### config.mk
export PLATFORM = sky130hd
export DESIGN_NAME = cv32e40s_mpu_req_arbiter
export DESIGN_NICKNAME = d
export VERILOG_FILES = /design/src/rtl/cv32e40s_mpu_req_arbiter.sv
export SDC_FILE = /design/constraint.sdc
export NUM_CORES = 1
export LEC_CHECK = 0
export CAP_MARGIN = 30
export CORE_AREA = 2 2 119 121
export CTS_CLUSTER_SIZE = 28
export DETAILED_ROUTE_END_ITERATION = 10
export DIE_AREA = 0 0 121 123
export SLEW_MARGIN = 20
export SYNTH_ARGS = -nofsm -noshare
export SYNTH_HDL_FRONTEND = slang
export SYNTH_SLANG_ARGS = --single-unit
### constraint.sdc
create_clock -name clk -period 3.35 [get_ports clk]
set_input_delay 0.8375 -clock clk [delete_from_list [all_inputs] [get_ports clk]]
set_output_delay 0.8375 -clock clk [all_outputs]
set_load 0.01 [all_outputs]
### src/rtl/cv32e40s_mpu_req_arbiter.sv
// Two-requester arbiter in front of the MPU core-side transaction port.
// Round-robin with split-transaction lock, OBI grant hold and in-order response routing.
module cv32e40s_mpu_req_arbiter #(
    parameter int REQ_W   = 72,
    parameter int RESP_W  = 36,
    parameter int MAX_OUT = 2
) (
    input  logic                         clk,
    input  logic                         rst,
    input  logic                         m0_req_valid,
    input  logic                         m0_req_lock,
    input  logic [REQ_W-1:0]             m0_req,
    output logic                         m0_req_ready,
    output logic                         m0_resp_valid,
    input  logic                         m1_req_valid,
    input  logic                         m1_req_lock,
    input  logic [REQ_W-1:0]             m1_req,
    output logic                         m1_req_ready,
    output logic                         m1_resp_valid,
    output logic                         mpu_trans_valid,
    input  logic                         mpu_trans_ready,
    output logic [REQ_W-1:0]             mpu_trans,
    input  logic                         mpu_resp_valid,
    input  logic [RESP_W-1:0]            mpu_resp,
    output logic [RESP_W-1:0]            resp,
    output logic [$clog2(MAX_OUT):0]     outstanding_o,
    output logic                         unexpected_resp_o
);

    localparam int PTR_W = (MAX_OUT > 1) ? $clog2(MAX_OUT) : 1;
    localparam int CNT_W = $clog2(MAX_OUT) + 1;
    localparam logic [PTR_W-1:0] PTR_LAST = PTR_W'(MAX_OUT - 1);
    localparam logic [CNT_W-1:0] CNT_FULL = CNT_W'(MAX_OUT);

    logic             r_prio;
    logic             r_lock;
    logic             r_lock_owner;
    logic             r_hold;
    logic             r_hold_id;
    logic [PTR_W-1:0] r_wr_ptr;
    logic [PTR_W-1:0] r_rd_ptr;
    logic [CNT_W-1:0] r_cnt;
    logic             r_unexp;
    logic             r_fifo [MAX_OUT];

    logic w_grant;
    logic w_gvalid;
    logic w_glock;
    logic w_full;
    logic w_hs;
    logic w_pop;
    logic w_head;

    function automatic logic [PTR_W-1:0] ptr_inc(input logic [PTR_W-1:0] p);
        return (p == PTR_LAST) ? '0 : p + 1'b1;
    endfunction

    // NOTE: w_grant gets a default before the priority chain so no latch is inferred.
    always_comb begin
        w_grant = 1'b0;
        if (r_hold)
            w_grant = r_hold_id;
        else if (r_lock)
            w_grant = r_lock_owner;
        else if (m0_req_valid && m1_req_valid)
            w_grant = r_prio;
        else
            w_grant = m1_req_valid;
    end

    assign w_gvalid = w_grant ? m1_req_valid : m0_req_valid;
    assign w_glock  = w_grant ? m1_req_lock  : m0_req_lock;
    assign w_full   = (r_cnt == CNT_FULL);

    // No bypass: a pop in the same cycle never frees a slot for a push while full.
    assign mpu_trans_valid = w_gvalid && !w_full && !rst;
    assign mpu_trans       = w_grant ? m1_req : m0_req;
    assign w_hs            = mpu_trans_valid && mpu_trans_ready;
    assign m0_req_ready    = w_hs && !w_grant;
    assign m1_req_ready    = w_hs &&  w_grant;

    assign w_pop             = mpu_resp_valid && (r_cnt != '0) && !rst;
    assign w_head            = r_fifo[r_rd_ptr];
    assign m0_resp_valid     = w_pop && !w_head;
    assign m1_resp_valid     = w_pop &&  w_head;
    assign resp              = mpu_resp;
    assign outstanding_o     = r_cnt;
    assign unexpected_resp_o = r_unexp;

    // NOTE: sequential state uses non-blocking assignments so every flop samples pre-edge values.
    always_ff @(posedge clk or posedge rst) begin
        if (rst) begin
            r_prio       <= 1'b0;
            r_lock       <= 1'b0;
            r_lock_owner <= 1'b0;
            r_hold       <= 1'b0;
            r_hold_id    <= 1'b0;
            r_wr_ptr     <= '0;
            r_rd_ptr     <= '0;
            r_cnt        <= '0;
            r_unexp      <= 1'b0;
        end else begin
            r_unexp <= mpu_resp_valid && (r_cnt == '0);

            if (w_hs) begin
                r_hold       <= 1'b0;
                r_lock       <= w_glock;
                r_lock_owner <= w_grant;
                if (!w_glock)
                    r_prio <= !w_grant;
                r_wr_ptr <= ptr_inc(r_wr_ptr);
            end else if (mpu_trans_valid) begin
                r_hold    <= 1'b1;
                r_hold_id <= w_grant;
            end

            if (w_pop)
                r_rd_ptr <= ptr_inc(r_rd_ptr);

            r_cnt <= r_cnt + CNT_W'(w_hs) - CNT_W'(w_pop);
        end
    end

    // NOTE: ID storage is not reset; entries are only read while r_cnt says they are valid.
    always_ff @(posedge clk) begin
        if (w_hs)
            r_fifo[r_wr_ptr] <= w_grant;
    end

endmodule

==> summary.txt, run 1 <==
Synthesis
  – Synth cell types: 37
  – Syn_nets: 366
  – #FFs+latches synth: 12
  – Mean Syn Cell Area: 11.1 um^2
  – Synth Cell Area: 1960 um^2
  – Gate Count Post-Synth: 177
  – Syn. warnings: 0
  – Sequential cell area fraction in the yosys report: 0.158

Clock tree
  – Clock Path Buffers: 2
  – Number of buffers created by CTS: 3
  – Root Buffer: clkbuf_16
  – CTS tree: done
  – CTS sink count: 12
  – H-tree levels: 1
  – # hold bufs at CTS: 0
  – Later-pin clock latency in the skew report: 0.24 ns
  – Clk slew on worst S/H paths: 0.04 ns

Drt
  – Detailed Route Iter0 Violations: 31
  – DRC viols: 0
  – Wire length per cell: 16.0 um
  – Antenna viol nets, final: 0
  – Pre-antenna DRT Iters: 4
  – Vias/cell: 3.78
  – Final WL: 9140 um
  – Routed via count: 2158

Floorplan
  – Die area: 14900 um^2
  – Die Y: 123 um
  – Initial Util: 0.144
  – IO Pins: 304
  – Cell Rows: 43
  – Die W: 121 um
  – CORE AREA: 13600 um^2

Global route
  – First-pass GRT wire length: 12300 um
  – GR Util All Layers: 0.106
  – Number of global-route vias before repair: 2172
  – Largest net degree at the start of global routing: 20
  – Initial antenna violation count: 0
  – Total gr overflow: 0

Timing
  – WHS: 0.485 ns
  – Crit share post-route: 0.979
  – Fmax: 305 MHz
  – Tmin final: 3.28 ns
  – RSZ-0062 raised after global routing: false
  – Slew Limit Fails: 0
  – Slew @ Worst Pin: 0.373 ns
  – Final hold viol count: 0
  – Final setup vio count: 0
  – Slew margin rel.: 0.751
  – Clk_skew: 0.00217 ns

Power and ir drop
  – Total power draw: 3.13 mW
  – Worst vdd ir: 0.000357 V
  – Leak Pwr: 1.92 nW
  – Switching part of the total: 0.377
  – Flop pwr share: 0.091
  – Gate power share: 0.840
  – Pint: 1.95 mW
  – Clock power frac: 0.069
  – Pwr/cell area: 719 nW/um^2
  – Sw power: 1.18 mW

Worst setup path
  – Critical Path AT: 2.44 ns
  – Buf/Inv on CP: 4
  – Delay-heaviest family, CP: buffers and inverters
  – Crit path from: m0_req_valid
  – Worst setup EP type: primary output
  – CP Class: in -> out
  – Slowest-stage cell, CP: mux2_4
  – Worst reg-to-reg setup slack: 1.32 ns
  – Critical Path RT: 2.51 ns
  – Critical-path cell list: dlygate4sd2_1 > nor2b_4 > o31ai_4 > nand2_4 > buf_12 > buf_12 > mux2_4 > dlygate4sd2_1
  – R2R cell count: 8
  – Crit path launch type: input pin
  – Worst R2R Start: r_lock_owner
  – Crit-path max cell delay: 0.30 ns
  – CP max FO: 19
  – R2r endpoint: outstanding_o[1]

Final layout
  – Register area: 310 um^2
  – Final core utilization: 0.321
  – Multi-input combinational cell area: 1310 um^2
  – Area grow syn2layout: 123%
  – Post-route cell area: 4360 um^2
  – Ant diodes: 0
  – Layout cells sized above 1: 0.317
  – Most frequent cells in the layout: 155 x clkdlybuf4s50_1, 58 x dlygate4sd2_1, 37 x mux2_2
  – Filler cell count: 1419
  – Layout net count: 581
  – Commonest non-fill, non-tap cell in the layout: clkdlybuf4s50_1

Placed design
  – Routability cong.: 0.759
  – DP HPWL: 7830 um
  – Placed cell areas: 4330 um^2
  – I/O Buffers: 231

Job
  – Max-cap check violation count: 0

Status
  – Run status: complete, no violations

Worst hold path
  – Worst hold path depth: 1
  – Hold endpoint: r_wr_ptr
  – Min-delay src: r_wr_ptr
  – HP Class: reg -> reg
[worst reg2reg max path, delay by kind of cell (launching register included)]
family / cells / cell delay (ns)
AO/OA/AOI/OAI: 1 / 0.34
XOR/XNOR: 3 / 0.39
adder cells (fa/ha/maj): 1 / 0.19
buffers and inverters: 1 / 0.14
flip-flops: 1 / 0.38
multiplexers: 1 / 0.36
AND/OR/NAND/NOR: 1 / 0.11
[routing by layer]
layer,wire (um),vias to the layer above,global-route usage
li1,-,1032,-
met1,3610,980,0.129
met2,4590,144,0.196
met3,924,2,0.0277
met4,10,0,0.00872
met5,0,-,0
[repair_timing]
item,CTS,global route
buffers inserted,5,0
hold endpoints to repair,0,0
gates cloned,1,0
pin swaps,2,1
endpoints found under the setup margin,75,28
resized for setup,129,1
[cell type report]
class | instances | share of cell area
clock inverter | 1 | 0.000860
tap | 180 | 0.0516
multi-input combinational | 117 | 0.301
timing repair buffer | 254 | 0.555
sequential | 12 | 0.0711
clock buffer | 3 | 0.0172
inverter | 4 | 0.00344
[how the worst max path moves through the flow]
stage	endpoint	slack, ns	cells past startpoint
detailed placement	mpu_trans[64]	-0.42	7
floorplan	mpu_trans[25]	0.63	6
global route	mpu_trans[38]	0.02	8
finish	mpu_trans[35]	0.07	8
global placement	mpu_trans[22]	-0.37	7
CTS	mpu_trans[38]	0.0001	8
[through the flow]
step | TNS [ns] | setup slack, ns | cells
3_3_place_gp | -23.41 | -0.366 | 561
5_1_grt | 0 | 0.0158 | 571
4_1_cts | 0 | 0.000135 | 571
6_report | 0 | 0.0707 | 571
3_5_place_dp | -25.76 | -0.420 | 561
2_1_floorplan | 0 | 0.632 | 177
[cell usage after synthesis, drive strengths merged]
cell | n | area [um^2]
inv | 4 | 15.0
xor2 | 2 | 17.5
a21bo | 1 | 10.0
a41oi | 1 | 8.76
a21boi | 1 | 7.51
nand3 | 1 | 5.00
a21oi | 2 | 10.0
xnor2 | 3 | 26.3
and2 | 2 | 12.5
nand2 | 3 | 13.8
edfxtp | 2 | 60.1
nor3b | 2 | 15.0
nand2b | 2 | 12.5
nor2 | 4 | 15.0
nor3 | 2 | 10.0
and3 | 1 | 6.26
a2bb2oi | 1 | 8.76
and4bb | 1 | 12.5
o2111ai | 1 | 8.76
o32ai | 1 | 16.3
o41ai | 1 | 16.3
o31ai | 3 | 36.3
buf | 44 | 342
dfrtp | 10 | 250
mux2 | 73 | 957
o32a | 1 | 10.0
ha | 1 | 12.5
o21a | 1 | 7.51
nor2b | 2 | 12.5
mux2i | 1 | 10.0
o21ai | 3 | 15.0
[kinds of logic (layout without fill, tap and decap cells)]
group,Yosys count,count (layout),share of synthesized area
buf+inv,48,262,0.182
simple gates,20,20,0.0587
compound gates,17,17,0.0791
flops,12,12,0.158
xor+xnor,5,5,0.0223
mux,74,74,0.493
fa+ha+maj,1,1,0.00638
[power by group through the flow]
stage	clock [mW]	combinational (mW)	sequential, mW
2_1_floorplan	0	1.54	0.275
6_report	0.216	2.63	0.286
5_1_grt	0.233	2.80	0.293
4_1_cts	0.222	2.68	0.286
3_3_place_gp	0	2.74	0.283
3_5_place_dp	0	2.76	0.284
(Power assumes the default switching activity.)
==> run 2: changes to the inputs <==
REMOVE_ABC_BUFFERS = 1   (was not set)
==> run 2 against run 1 <==
Register-to-register slack got worse by 0.06 ns. Die area unchanged. Sequential power increased by 2%. Critical endpoint is now mpu_trans[28]. Clock power about the same. Non-clock buffer count increased by 19. Combinational power increased by 19%. Critical path type unchanged. Highest routed layer is now met5.
==> summary.txt, run 2 (same netlist as run 1, synthesis figures left out) <==
Timing
  – RSZ-0062 raised after global routing: false
  – Slew Limit Fails: 0 (unchanged)
  – Clk_skew: 0.00182 ns (-0.000346 ns)
  – Slew margin rel.: 0.754 (+0.00296)
  – Tmin final: 3.26 ns (-0.0218 ns)
  – Final setup vio count: 0 (unchanged)
  – Crit share post-route: 0.972 (-0.00652)
  – Fmax: 307 MHz (+0.67%)
  – Post-route setup slack: 0.0925 ns (+0.0218 ns)
  – Slew @ Worst Pin: 0.369 ns (-0.00444 ns)
  – Final hold viol count: 0 (unchanged)

Drt
  – Pre-antenna DRT Iters: 6 (+2)
  – Antenna viol nets, final: 0 (unchanged)
  – Detailed Route Iter0 Violations: 25 (-19%)
  – Final WL: 10900 um (+19%)
  – DRC viols: 0 (unchanged)
  – Routed via count: 2277 (+5.5%)
  – Vias/cell: 3.87 (+2.3%)
  – Wire length per cell: 18.5 um (+16%)

Job
  – Max-cap check violation count: 0 (unchanged)

Power and ir drop
  – Worst vdd ir: 0.000275 V (-23%)
  – Pwr/cell area: 784 nW/um^2 (+9.1%)
  – Leak Pwr: 2.02 nW (+5.4%)
  – Total power draw: 3.64 mW (+16%)

Final layout
  – Layout net count: 600 (+3.3%)
  – Most frequent cells in the layout: 154 x clkdlybuf4s50_1, 37 x mux2_4, 36 x mux2_2
  – Commonest non-fill, non-tap cell in the layout: clkdlybuf4s50_1
  – Multi-input combinational cell area: 1320 um^2 (about the same)
  – Ant diodes: 0 (unchanged)
  – Filler cell count: 1376 (-3.0%)
  – Register area: 310 um^2 (unchanged)
  – Non-Filler Instances: 589 (+3.2%)
  – Layout cells sized above 1: 0.364 (+0.0472)
  – Area grow syn2layout: 137%

Clock tree
  – Later-pin clock latency in the skew report: 0.24 ns (about the same)
  – CTS sink count: 12 (unchanged)
  – H-tree levels: 1 (unchanged)
  – Root Buffer: clkbuf_16
  – # hold bufs at CTS: 0 (unchanged)
  – Clock Path Buffers: 2 (unchanged)
  – CTS tree: done
  – Clk slew on worst S/H paths: 0.04 ns (about the same)
  – Number of buffers created by CTS: 3 (unchanged)

Global route
  – Total gr overflow: 0 (unchanged)
  – First-pass GRT wire length: 14700 um (+20%)
  – Number of global-route vias before repair: 2486 (+14%)
  – Largest net degree at the start of global routing: 15 (-25%)
  – GR Util All Layers: 0.134 (+0.0272)
  – Initial antenna violation count: 0 (unchanged)

Floorplan
  – Die Y: 123 um (unchanged)
  – Cell Rows: 43 (unchanged)
  – Die area: 14900 um^2 (unchanged)
  – Initial Util: 0.144 (unchanged)
  – CORE AREA: 13600 um^2 (unchanged)
  – Die W: 121 um (unchanged)
  – IO Pins: 304 (unchanged)

Placed design
  – Placed cells: 570 (+1.6%)
  – I/O Buffers: 231 (unchanged)
  – DP HPWL: 9290 um (+19%)
  – Routability cong.: 0.802 (+5.6%)
  – Pre-CTS WS: -0.401 ns (+0.0190 ns)

Worst setup path
  – Worst setup EP type: primary output
  – CP Class: in -> out
  – CP max FO: 14 (-5)
  – Crit path launch type: input pin
  – Crit-path max cell delay: 0.28 ns (-0.02 ns)
  – Slowest-stage cell, CP: mux2_4
  – Critical Path RT: 2.51 ns (about the same)
  – Buf/Inv on CP: 6 (+2)
  – Delay-heaviest family, CP: buffers and inverters
  – Critical Path AT: 2.42 ns (-0.02 ns)
  – Worst reg-to-reg setup slack: 1.26 ns (-0.06 ns)
  – Critical-path cell list: dlygate4sd2_1 > inv_2 > o31ai_4 > nand2_4 > buf_12 > buf_16 > buf_4 > mux2_4 > buf_2

Status
  – Run status: complete, no violations

Worst hold path
  – HP Class: reg -> reg
==> run 2: worst paths after layout <==
path,start,to,cells after the start
setup / recovery,m1_req_valid,mpu_trans[28],9
hold / removal,r_rd_ptr,r_rd_ptr,1
setup reg to reg,r_lock_owner,outstanding_o[1],8
hold reg to reg,r_rd_ptr,r_rd_ptr,1
max in group asynchronous,rst,r_wr_ptr,3
min in group asynchronous,rst,r_prio,3
==> run 2: timing repair <==
action / 4_1_cts / 5_1_grt
pin swaps: 2 / 2
setup buffers: 13 / 1
gates resized for setup: 174 / 1
gates cloned: 2 / 0
setup endpoints to repair: 75 / 59
==> run 2: layer usage <==
layer	vias to the layer above	part of all wire	track usage	wire length [um]
li1	1072	-	-	-
met1	1038	0.36	0.147	3960
met2	161	0.50	0.225	5470
met3	4	0.13	0.0830	1390
met4	2	0.0037	0.0116	40
met5	-	0.0034	0.0208	37
==> run 2: area by class of cell <==
cell class | count | area share
well taps | 180 | 0.0486
repair buffers | 273 | 0.582
multi-input cells | 117 | 0.284
inverters | 4 | 0.00324
clock buffers | 3 | 0.0162
flip-flops and latches | 12 | 0.0669
==> run 2: report_power, final <==
part / total, mW / switching [mW] / leakage (nW) / internal [mW]
Clock: 0.215 / 0.0600 / 0.0370 / 0.155
Combinational: 3.13 / 1.18 / 1.84 / 1.95
Sequential: 0.291 / 0.0740 / 0.140 / 0.217
==> run 2: metrics by stage <==
step	setup TNS (ns)	util	area [um^2]	hold slack, ns
finish	0	0.341	4640	0.489
global route	0	0.341	4640	0.522
CTS	0	0.340	4630	0.492
detailed placement	-26.20	0.324	4410	0.486
global placement	-25.72	0.324	4410	0.478
floorplan	-16.49	-	1620	0.460
